$ cat config.mk
export PLATFORM = sky130hd
export DESIGN_NAME = mips_test_sequencer_flat
export DESIGN_NICKNAME = d
export VERILOG_FILES = /design/src/rtl/mips_test_sequencer_pkg.sv /design/src/rtl/mips_test_sequencer_if.sv /design/src/rtl/mips_test_sequencer_exp_mem.sv /design/src/rtl/mips_test_sequencer.sv /design/src/flat_wrapper.sv
export SDC_FILE = /design/constraint.sdc
export NUM_CORES = 1
export LEC_CHECK = 0
export BUFFER_PORTS_ARGS = -buffer_cell sky130_fd_sc_hd__buf_2
export CORE_ASPECT_RATIO = 1.25
export CORE_UTILIZATION = 64
export CTS_BUF_LIST = sky130_fd_sc_hd__clkbuf_16
export DETAILED_ROUTE_END_ITERATION = 8
export HOLD_SLACK_MARGIN = 0.08
export PLACE_DENSITY = 0.84
export SYNTH_ARGS = -nofsm -noshare
export SYNTH_HDL_FRONTEND = slang
export SYNTH_SLANG_ARGS = --single-unit
$ cat constraint.sdc
create_clock -name clk -period 7.9 [get_ports clk]
set_clock_uncertainty 0.1 [all_clocks]
set_input_delay 0.79 -clock clk [delete_from_list [all_inputs] [get_ports clk]]
set_output_delay 0.79 -clock clk [all_outputs]
set_load 0.05 [all_outputs]
$ cat src/rtl/mips_test_sequencer_pkg.sv
// Shared types and default sizing for the MIPS run controller / result checker.
package mips_tb_pkg;

  // Run controller states.
  typedef enum logic [1:0] {
    ST_IDLE = 2'd0,
    ST_HOLD = 2'd1,
    ST_RUN  = 2'd2,
    ST_DONE = 2'd3
  } seq_state_e;

  // Default sizing of the sequencer and its expected-value table.
  localparam int DEF_VALUE_W      = 16;
  localparam int DEF_DEPTH        = 16;
  localparam int DEF_CNT_W        = 16;
  localparam int DEF_RESET_CYCLES = 1;
  localparam int DEF_MAX_CYCLES   = 45;

endpackage : mips_tb_pkg

$ cat src/rtl/mips_test_sequencer_if.sv
// Control, table-load, core-observation and status bundle of the sequencer.
interface mips_test_sequencer_if #(
  parameter int VALUE_W = 16,
  parameter int DEPTH   = 16,
  parameter int CNT_W   = 16
);
  localparam int IDX_W = $clog2(DEPTH);

  logic               exp_wr_en;
  logic [IDX_W-1:0]   exp_wr_addr;
  logic [VALUE_W-1:0] exp_wr_data;
  logic [IDX_W:0]     exp_count;
  logic               start;
  logic [VALUE_W-1:0] test_value;

  logic               cpu_reset_n;
  logic               busy;
  logic               done;
  logic               pass;
  logic               fail;
  logic               timeout;
  logic [IDX_W-1:0]   fail_index;
  logic [VALUE_W-1:0] fail_value;
  logic [IDX_W:0]     match_count;
  logic [CNT_W-1:0]   cycle_count;

  // Host / core side: drives commands and observations, reads status.
  modport master (
    output exp_wr_en, exp_wr_addr, exp_wr_data, exp_count, start, test_value,
    input  cpu_reset_n, busy, done, pass, fail, timeout,
    input  fail_index, fail_value, match_count, cycle_count
  );

  // Sequencer side.
  modport slave (
    input  exp_wr_en, exp_wr_addr, exp_wr_data, exp_count, start, test_value,
    output cpu_reset_n, busy, done, pass, fail, timeout,
    output fail_index, fail_value, match_count, cycle_count
  );
endinterface : mips_test_sequencer_if

$ cat src/rtl/mips_test_sequencer_exp_mem.sv
// Expected-value table: register file with one synchronous write port and a
// combinational read port. Storage is deliberately not reset so a table loaded
// once survives sequencer resets.
module mips_exp_mem #(
  parameter int VALUE_W = 16,
  parameter int DEPTH   = 16,
  parameter int IDX_W   = $clog2(DEPTH)
) (
  input  logic               clk,
  input  logic               wr_en_i,
  input  logic [IDX_W-1:0]   wr_addr_i,
  input  logic [VALUE_W-1:0] wr_data_i,
  input  logic [IDX_W-1:0]   rd_addr_i,
  output logic [VALUE_W-1:0] rd_data_o
);

  logic [VALUE_W-1:0] mem_q [DEPTH];

  // Write port: one entry per enabled cycle.
  always_ff @(posedge clk) begin
    if (wr_en_i) begin
      mem_q[wr_addr_i] <= wr_data_i;
    end
  end

  assign rd_data_o = mem_q[rd_addr_i];

endmodule : mips_exp_mem

$ cat src/rtl/mips_test_sequencer.sv
// Run controller and result checker for the single-cycle MIPS core: holds the
// core in reset for a programmable time, then watches test_value for changes
// and checks each change against the expected table within a cycle budget.
module mips_test_sequencer
  import mips_tb_pkg::*;
#(
  parameter int VALUE_W      = DEF_VALUE_W,
  parameter int DEPTH        = DEF_DEPTH,
  parameter int RESET_CYCLES = DEF_RESET_CYCLES,
  parameter int MAX_CYCLES   = DEF_MAX_CYCLES,
  parameter int CNT_W        = DEF_CNT_W
) (
  input  logic                  clk,
  input  logic                  reset_n,
  mips_test_sequencer_if.slave  bus
);

  localparam int IDX_W  = $clog2(DEPTH);
  localparam int CI_W   = IDX_W + 1;
  localparam int HOLD_W = (RESET_CYCLES > 1) ? $clog2(RESET_CYCLES) : 1;

  seq_state_e         state_q;
  logic [HOLD_W-1:0]  hold_cnt_q;
  logic [CNT_W-1:0]   cycle_count_q;
  logic [VALUE_W-1:0] prev_q;
  logic               first_q;
  logic [IDX_W-1:0]   idx_q;
  logic [CI_W-1:0]    count_q;
  logic [CI_W-1:0]    match_count_q;
  logic               cpu_reset_n_q;
  logic               busy_q;
  logic               done_q;
  logic               pass_q;
  logic               fail_q;
  logic               timeout_q;
  logic [IDX_W-1:0]   fail_index_q;
  logic [VALUE_W-1:0] fail_value_q;

  logic [VALUE_W-1:0] exp_data;
  logic               mem_wr_en;
  logic [CI_W-1:0]    count_d;
  logic [CNT_W-1:0]   cycle_count_d;
  logic               change;
  logic               evaluate;
  logic               hit;
  logic               miss;
  logic               final_hit;
  logic               budget_end;

  // Table is writable only while idle so a running check can never be disturbed.
  assign mem_wr_en = bus.exp_wr_en && (state_q == ST_IDLE);

  mips_exp_mem #(
    .VALUE_W (VALUE_W),
    .DEPTH   (DEPTH),
    .IDX_W   (IDX_W)
  ) u_exp_mem (
    .clk       (clk),
    .wr_en_i   (mem_wr_en),
    .wr_addr_i (bus.exp_wr_addr),
    .wr_data_i (bus.exp_wr_data),
    .rd_addr_i (idx_q),
    .rd_data_o (exp_data)
  );

  // Change detection, compare and budget decisions for the current RUN cycle.
  always_comb begin
    count_d       = (bus.exp_count > CI_W'(DEPTH)) ? CI_W'(DEPTH) : bus.exp_count;
    cycle_count_d = (&cycle_count_q) ? cycle_count_q : cycle_count_q + 1'b1;
    change        = (bus.test_value != prev_q);
    // Once the latched count is reached no further event is evaluated.
    evaluate      = !first_q && change && (match_count_q < count_q);
    hit           = evaluate && (bus.test_value == exp_data);
    miss          = evaluate && !hit;
    final_hit     = hit && ((match_count_q + 1'b1) == count_q);
    budget_end    = (cycle_count_q == CNT_W'(MAX_CYCLES - 1));
  end

  // Sequencer FSM with all status outputs registered.
  always_ff @(posedge clk) begin
    if (!reset_n) begin
      state_q       <= ST_IDLE;
      hold_cnt_q    <= '0;
      cycle_count_q <= '0;
      prev_q        <= '0;
      first_q       <= 1'b0;
      idx_q         <= '0;
      count_q       <= '0;
      match_count_q <= '0;
      cpu_reset_n_q <= 1'b0;
      busy_q        <= 1'b0;
      done_q        <= 1'b0;
      pass_q        <= 1'b0;
      fail_q        <= 1'b0;
      timeout_q     <= 1'b0;
      fail_index_q  <= '0;
      fail_value_q  <= '0;
    end else begin
      case (state_q)
        ST_IDLE, ST_DONE: begin
          if (bus.start) begin
            state_q       <= ST_HOLD;
            count_q       <= count_d;
            hold_cnt_q    <= '0;
            cycle_count_q <= '0;
            idx_q         <= '0;
            match_count_q <= '0;
            cpu_reset_n_q <= 1'b0;
            busy_q        <= 1'b1;
            done_q        <= 1'b0;
            pass_q        <= 1'b0;
            fail_q        <= 1'b0;
            timeout_q     <= 1'b0;
            fail_index_q  <= '0;
            fail_value_q  <= '0;
          end
        end
        ST_HOLD: begin
          if (hold_cnt_q == HOLD_W'(RESET_CYCLES - 1)) begin
            state_q       <= ST_RUN;
            cpu_reset_n_q <= 1'b1;
            first_q       <= 1'b1;
          end else begin
            hold_cnt_q <= hold_cnt_q + 1'b1;
          end
        end
        ST_RUN: begin
          cycle_count_q <= cycle_count_d;
          first_q       <= 1'b0;
          if (first_q || change) begin
            prev_q <= bus.test_value;
          end
          if (hit) begin
            idx_q         <= idx_q + 1'b1;
            match_count_q <= match_count_q + 1'b1;
          end
          // A final match on the budget's last cycle still counts as a pass.
          if (final_hit) begin
            state_q <= ST_DONE;
            busy_q  <= 1'b0;
            done_q  <= 1'b1;
            pass_q  <= 1'b1;
          end else if (miss) begin
            state_q      <= ST_DONE;
            busy_q       <= 1'b0;
            done_q       <= 1'b1;
            fail_q       <= 1'b1;
            fail_index_q <= idx_q;
            fail_value_q <= bus.test_value;
          end else if (budget_end) begin
            state_q <= ST_DONE;
            busy_q  <= 1'b0;
            done_q  <= 1'b1;
            if (count_q == '0) begin
              pass_q <= 1'b1;
            end else begin
              fail_q    <= 1'b1;
              timeout_q <= 1'b1;
            end
          end
        end
        default: state_q <= ST_IDLE;
      endcase
    end
  end

  assign bus.cpu_reset_n = cpu_reset_n_q;
  assign bus.busy        = busy_q;
  assign bus.done        = done_q;
  assign bus.pass        = pass_q;
  assign bus.fail        = fail_q;
  assign bus.timeout     = timeout_q;
  assign bus.fail_index  = fail_index_q;
  assign bus.fail_value  = fail_value_q;
  assign bus.match_count = match_count_q;
  assign bus.cycle_count = cycle_count_q;

endmodule : mips_test_sequencer

$ cat src/flat_wrapper.sv
// flat-port wrapper written by rule: the top's interface ports become plain ports
module mips_test_sequencer_flat import mips_tb_pkg::*;
#(
  parameter int VALUE_W      = DEF_VALUE_W,
  parameter int DEPTH        = DEF_DEPTH,
  parameter int RESET_CYCLES = DEF_RESET_CYCLES,
  parameter int MAX_CYCLES   = DEF_MAX_CYCLES,
  parameter int CNT_W        = DEF_CNT_W
)
  (clk, reset_n, bus_exp_wr_en, bus_exp_wr_addr, bus_exp_wr_data, bus_exp_count, bus_start, bus_test_value, bus_cpu_reset_n, bus_busy, bus_done, bus_pass, bus_fail, bus_timeout, bus_fail_index, bus_fail_value, bus_match_count, bus_cycle_count);
  mips_test_sequencer_if #(.VALUE_W(VALUE_W), .DEPTH(DEPTH), .CNT_W(CNT_W)) bus_i ();
  input  logic clk;
  input  logic reset_n;
  input wire logic [$bits(bus_i.exp_wr_en)-1:0] bus_exp_wr_en;
  input wire logic [$bits(bus_i.exp_wr_addr)-1:0] bus_exp_wr_addr;
  input wire logic [$bits(bus_i.exp_wr_data)-1:0] bus_exp_wr_data;
  input wire logic [$bits(bus_i.exp_count)-1:0] bus_exp_count;
  input wire logic [$bits(bus_i.start)-1:0] bus_start;
  input wire logic [$bits(bus_i.test_value)-1:0] bus_test_value;
  output wire logic [$bits(bus_i.cpu_reset_n)-1:0] bus_cpu_reset_n;
  output wire logic [$bits(bus_i.busy)-1:0] bus_busy;
  output wire logic [$bits(bus_i.done)-1:0] bus_done;
  output wire logic [$bits(bus_i.pass)-1:0] bus_pass;
  output wire logic [$bits(bus_i.fail)-1:0] bus_fail;
  output wire logic [$bits(bus_i.timeout)-1:0] bus_timeout;
  output wire logic [$bits(bus_i.fail_index)-1:0] bus_fail_index;
  output wire logic [$bits(bus_i.fail_value)-1:0] bus_fail_value;
  output wire logic [$bits(bus_i.match_count)-1:0] bus_match_count;
  output wire logic [$bits(bus_i.cycle_count)-1:0] bus_cycle_count;
  assign bus_i.exp_wr_en = bus_exp_wr_en;
  assign bus_i.exp_wr_addr = bus_exp_wr_addr;
  assign bus_i.exp_wr_data = bus_exp_wr_data;
  assign bus_i.exp_count = bus_exp_count;
  assign bus_i.start = bus_start;
  assign bus_i.test_value = bus_test_value;
  assign bus_cpu_reset_n = bus_i.cpu_reset_n;
  assign bus_busy = bus_i.busy;
  assign bus_done = bus_i.done;
  assign bus_pass = bus_i.pass;
  assign bus_fail = bus_i.fail;
  assign bus_timeout = bus_i.timeout;
  assign bus_fail_index = bus_i.fail_index;
  assign bus_fail_value = bus_i.fail_value;
  assign bus_match_count = bus_i.match_count;
  assign bus_cycle_count = bus_i.cycle_count;
  mips_test_sequencer #(.VALUE_W(VALUE_W), .DEPTH(DEPTH), .RESET_CYCLES(RESET_CYCLES), .MAX_CYCLES(MAX_CYCLES), .CNT_W(CNT_W)) u_core (.clk(clk), .reset_n(reset_n), .bus(bus_i));
endmodule
==> metrics.cfg, run 1 <==
[placed_design]
io_buffers=91
gp_congestion=0.8178
placed_area_um2=14700
dp_hpwl_mm=18.98

[synth]
synth_edf_count=256
synthesis.nets=956
syn_inst=898
synth_commonest_cells=256 x edfxtp_1, 79 x dfxtp_1, 62 x mux2i_1, 45 x mux4_2, 43 x nor2_1
netlist_area_um2=13940
yosys.area.top_type=edfxtp_1
ys_ff_latch=335
synth.area.top_cells=edfxtp_1 55%, dfxtp_1 11%, mux4_2 7.3%, mux2i_1 4.5%, xor2_1 2.1%
yosysMostFrequentCell=edfxtp_1
synth.distinct_cells=67
async_reset_ff_share_pct=0
synth_top_area_share_pct=55.14
synth_top_flop_cell=edfxtp_1
syn_area_per_cell_um2=15.53
ys_warn_count=0
synth-seq-area-share_pct=66.48

[die]
die_h_um=167.0
dieArea_um2=22380
ios=92
core-area_um2=21470
initial_utilization_pct=64.94
rows=60
die_x_um=134.0

[route]
wl_met2_mm=16.41
drt_iter0_markers=820
wl_mm=32.05
drt_first_pass_iters=6
wl_per_cell_um=24.73
routed-wl-met3_mm=2.509
vias=8432
routed.top_layer=met5
avgViaCountPerCell=6.506
drc=0
m1WireLength_mm=11.41
ant_nets=0

[critical_path]
worstSetupEndpointType=flop
path_cells=buf_4, nor2b_1, a22oi_2, and3_1, or4_1, nand4bb_1, a2111oi_4, nand3_2, or3_1, a21oi_1
required_ns=8.27
critical-path-slowest-cell=dfxtp_2
cp.arrival_ns=5.25
r2r_slack_ns=3.02
crit_path_start_kind=flop
cp_max_fo=30
cpPeakStageDelay_ns=0.96
cp_num_buf_inv=1
crit_family=simple AND/OR/NAND/NOR gates
crit_type=flop to flop

[pwr]
power_frac_seq_pct=51.1
clockPowerShare_pct=36.6
sw_frac_of_total_pct=25.09
powerDensity_nw_per_um2=250.9
p_leak_nw=5.425
p_sw_w=0.0009867
ir_drop_mv=0.1837
internal_power_w=0.002946
power_frac_comb_pct=12.3
p_total_w=0.003932

[sta]
rsz0062_at_grt=no
hold_viol_final=0
maxSlewViolCount=0
slew_headroom_pct=16.63
worst-slew-pin-transition_ns=1.249
max_freq_ghz=0.2051
fin_crit_ns=4.877
final.setup.tns_ns=0
setup_viol=0
min_period_over_period_pct=61.73

[clock_tree]
cts.sinks=335
clk_pin_slew_ns=0.06
clock_latency_ns=0.58
cts-hold-fix-buffers=0
numCtsBuffers=30
post_cts_buffers=0
cts_root_buf=clkbuf_16
ctsResizeCount=0
cts_tree=done
cts_max_path_buffers=3
htreeDepth=1

[finish]
area.growth.synth_to_final_pct=12.39
drive_above_1_share_pct=23.11
postLayoutCellArea_um2=15670
layout.nets=1053
antenna_cells=0

[job]
max-cap-violations=0

[min_path]
min_path_type=flop to flop

[global_route]
grt_max_degree=53
grt_overflow_total=0
grt_pass1_vias=8302
grt_pass1_wl_mm=48.16
grtUsageTotal_pct=29.33
antenna_found_initial=1

[run_status]
status=finished clean

## cell usage in the layout, fill, tap and decap left out, types with 12 or more instances in the layout
| master | Yosys | final |
|---|---|---|
| a22o_1 | 21 | 21 |
| edfxtp_1 | 256 | 256 |
| ha_1 | 13 | 13 |
| buf_2 | 9 | 91 |
| nand2_1 | 35 | 35 |
| xnor2_1 | 20 | 20 |
| nand3_1 | 20 | 20 |
| mux2i_1 | 62 | 62 |
| inv_1 | 15 | 24 |
| nor2_1 | 43 | 31 |
| nor2_2 | 0 | 12 |
| o21ai_0 | 12 | 12 |
| nor2b_1 | 31 | 31 |
| buf_4 | 3 | 21 |
| clkbuf_16 | 0 | 30 |
| dfxtp_1 | 79 | 76 |
| mux4_2 | 45 | 45 |
| xor2_1 | 33 | 33 |
| a22oi_1 | 16 | 16 |
## power by group through the flow
| stage | Combinational (W) | Clock (W) | Sequential (W) |
|---|---|---|---|
| 6_report | 0.000482 | 0.00144 | 0.00201 |
| 3_3_place_gp | 0.000465 | 0 | 0.00204 |
| 5_1_grt | 0.000520 | 0.00152 | 0.00202 |
| 4_1_cts | 0.000480 | 0.00146 | 0.00201 |
| 2_1_floorplan | 0.000274 | 0 | 0.00209 |
| 3_5_place_dp | 0.000476 | 0 | 0.00205 |
## registers in the layout, summed over array words and instances, names as in the netlist, 2 cells and up, named ones only
register and flops:
u_core.bus.cycle_count 16, u_core.bus.fail_index 4, u_core.bus.fail_value 16, u_core.bus.match_count 5, u_core.count_q 5, u_core.idx_q 4, u_core.prev_q 16, u_core.state_q 2
u_core.u_exp_mem.mem_q 256
## cell type report
type	count	area, um2
clock buffers	30	750.7
clock inverters	24	224.0
fillers	1311	5801
inverters	16	60.06
multi-input cells	500	4398
flip-flops and latches	335	9275
well taps	279	349.1
repair buffers	112	613.1
## stage by stage
stage	utilization, %	setup WS [ns]	instances	hold WS (ns)
after floorplan	-	4.604	898	0.3511
after global placement	68.44	3.260	1242	0.3508
after detailed placement	68.44	3.129	1242	0.3555
after CTS	72.98	3.076	1296	0.3675
after global routing	72.98	2.697	1296	0.3828
final	72.98	3.023	1296	0.3666
## final timing paths
kind | depth (start not counted) | endpoint | startpoint
worst max register to register | 10 | flop | flop
worst min register to register | 2 | u_core.bus.done$_SDFFE_PN0P_ | u_core.bus.done$_SDFFE_PN0P_
worst max-delay path | 10 | flop | flop
worst min-delay path | 2 | u_core.bus.done$_SDFFE_PN0P_ | u_core.bus.done$_SDFFE_PN0P_
## routing by layer
metal	GRT usage, %	vias to the layer above
met1	35.67	4129
li1	-	3672
met2	50.46	508
met3	4.170	121
met5	0	-
met4	15.97	2
## cell families after synthesis
family	after synthesis	synth area share, %
flip-flops	335	66.48
AND/OR/NAND/NOR	207	7.969
AO/OA/AOI/OAI	115	6.426
multiplexers	112	12.23
buffers and inverters	63	2.396
XOR/XNOR	53	3.329
adder cells (fa/ha/maj)	13	1.167
## worst reg2reg max path: cells and delay by family (launching register included)
kind | cells | cell delay, ns
and+or+nand+nor | 6 | 2.52
DFF | 1 | 0.96
AOI/OAI and AO/OA | 3 | 0.78
buffers and inverters | 1 | 0.43
Power figures use the tool's default switching activity.
==> run 2: changes to the inputs <==
CORE_UTILIZATION = 60   (was 64)
PLACE_DENSITY = 0.79   (was 0.84)
clock period = 4.8 ns   (was 7.9 ns; I/O delays follow)
==> run 2 against run 1 <==
The run now ends with DRC left. Clock power increased by 69%. Combinational power up 68%. Wire length down 0.22%. Hold slack worse by 0.23 ns. Flip-flop and latch count did not move. Non-clock buffer count up 16. Count of clock-buffer cells in the layout rose by 1. Die area increased by 6.6%. Fmax increased by 18%. Cell area grew 1.2%. Sequential power rose by 64%. Register-to-register slack worse by 2.4 ns. Critical path type unchanged. Largest cell class unchanged. Largest power group unchanged. Highest routed layer is now met4.
==> metrics.cfg, run 2 (synthesized netlist as in run 1, its figures left out) <==
[run_status]
status=finished, violations left
failed_checks=DRC

[route]
ant_nets=0  ; unchanged
drt_first_pass_iters=6  ; unchanged
wl_mm=31.98  ; -0.22%
drc=33  ; +33
drt_iter0_markers=653  ; -20%
vias=8293  ; -1.6%
wl_per_cell_um=24.12  ; -2.5%
avgViaCountPerCell=6.254  ; -3.9%

[die]
core-area_um2=22880  ; +6.6%
ios=92  ; unchanged
dieArea_um2=23850  ; +6.6%
die_x_um=138.3  ; +3.2%
initial_utilization_pct=60.92  ; -4.0 points
rows=62  ; +3.3%
die_h_um=172.4  ; +3.2%

[global_route]
grt_pass1_wl_mm=47.94  ; -0.46%
antenna_found_initial=1  ; unchanged
grtUsageTotal_pct=27.15  ; -2.2 points
grt_pass1_vias=8203  ; -1.2%
grt_overflow_total=0  ; unchanged
grt_max_degree=53  ; unchanged

[pwr]
ir_drop_mv=0.2525  ; +37%
p_leak_nw=5.517  ; +1.7%
powerDensity_nw_per_um2=412.4  ; +64%

[clock_tree]
cts_max_path_buffers=3  ; unchanged
post_cts_buffers=0  ; unchanged
ctsResizeCount=0  ; unchanged
cts-hold-fix-buffers=0  ; unchanged
cts.sinks=335  ; unchanged
clk_pin_slew_ns=0.06  ; about the same
htreeDepth=1  ; unchanged
cts_tree=done
cts_root_buf=clkbuf_16
clock_latency_ns=0.56  ; -0.02 ns
numCtsBuffers=31  ; +3.3%

[sta]
worst-slew-pin-transition_ns=1.326  ; +0.07651 ns
slew_headroom_pct=11.52  ; -5.1 points
hold_ws_ns=0.1333  ; -0.2333 ns
min_period_over_period_pct=86.16  ; +24 points
max_freq_ghz=0.2418  ; +18%
maxSlewViolCount=0  ; unchanged
rsz0062_at_grt=no
setup_viol=0  ; unchanged
final.setup.tns_ns=0  ; unchanged
hold_viol_final=0  ; unchanged
fin_crit_ns=4.136  ; -0.7411 ns

[critical_path]
required_ns=5.17  ; -3.10 ns
cp.arrival_ns=4.51  ; -0.74 ns
crit_path_start_kind=flop
worstSetupEndpointType=flop
crit_type=flop to flop
cp_max_fo=20  ; -33%

[finish]
final_common_cell=edfxtp_1
postLayoutCellArea_um2=15860  ; +1.2%
area.growth.synth_to_final_pct=13.72
final_cell_mix=256 x edfxtp_1, 91 x buf_2, 76 x dfxtp_1
largest_reg_flops=256  ; unchanged
drive_above_1_share_pct=24.40  ; +1.3 points
layout.nets=1070  ; +1.6%
regMostFlops=u_core.u_exp_mem.mem_q
fin_util_pct=69.28  ; -3.7 points

[placed_design]
io_buffers=91  ; unchanged
dp_hpwl_mm=20.21  ; +6.5%
gp_congestion=0.8322  ; +1.8%
placed_area_um2=14840  ; +0.98%

[min_path]
min_path_type=input port to flop

[job]
max-cap-violations=0  ; unchanged

## run 2: area by class of cell
class,instances,area (um2)
fill,1486,7029
timing repair buffer,128,745.7
clock buffer,31,775.7
sequential,335,9275
inverter,16,60.06
tap,288,360.3
multi-input combinational,500,4398
clock inverter,27,237.7
antenna,1,2.502
## run 2: path summary, 6_finish.rpt
check                                    start                                    end  slack [ns]  cells past startpoint
setup / recovery                          flop                                   flop        0.66                      9
hold / removal               bus_test_value[7]  u_core.bus.fail_value[7]$_SDFFE_PN0P_        0.13                      2
setup reg to reg                          flop                                   flop        0.66                      9
hold reg to reg   u_core.bus.done$_SDFFE_PN0P_           u_core.bus.done$_SDFFE_PN0P_        0.35                      2
## run 2: metal layers
| layer | vias up | wire (um) | track usage, % |
|---|---|---|---|
| met3 | 87 | 2122 | 3.572 |
| li1 | 3711 | - | - |
| met2 | 350 | 16540 | 48.91 |
| met5 | - | 0 | 0 |
| met4 | 0 | 1227 | 13.04 |
| met1 | 4145 | 12100 | 32.58 |
## run 2: critical path, cell delays in order, from the launching register on
cell and delay (ns):
dfxtp_1 0.99, mux4_2 0.42, a22oi_1 0.23, a21oi_1 0.10
or4_1 0.52, nand4bb_1 0.25, a2111oi_4 0.46, nand3_2 0.36
or3_1 0.45, a21oi_1 0.18
## run 2: metrics by stage
step	instances	worst slack [ns]	power, W
after floorplan	898	1.504	0.003899
after global placement	1267	0.8636	0.004144
after detailed placement	1267	0.7166	0.004164
after CTS	1325	0.6634	0.006562
after global routing	1326	0.4048	0.006760
final	1326	0.6643	0.006539
## run 2: power breakdown
group	internal, W	leakage, nW	switching [W]
sequential	0.00324	2.95	0.0000617
clock	0.00139	0.512	0.00104
combinational	0.000265	2.06	0.000547
total	0.00489	5.52	0.00164
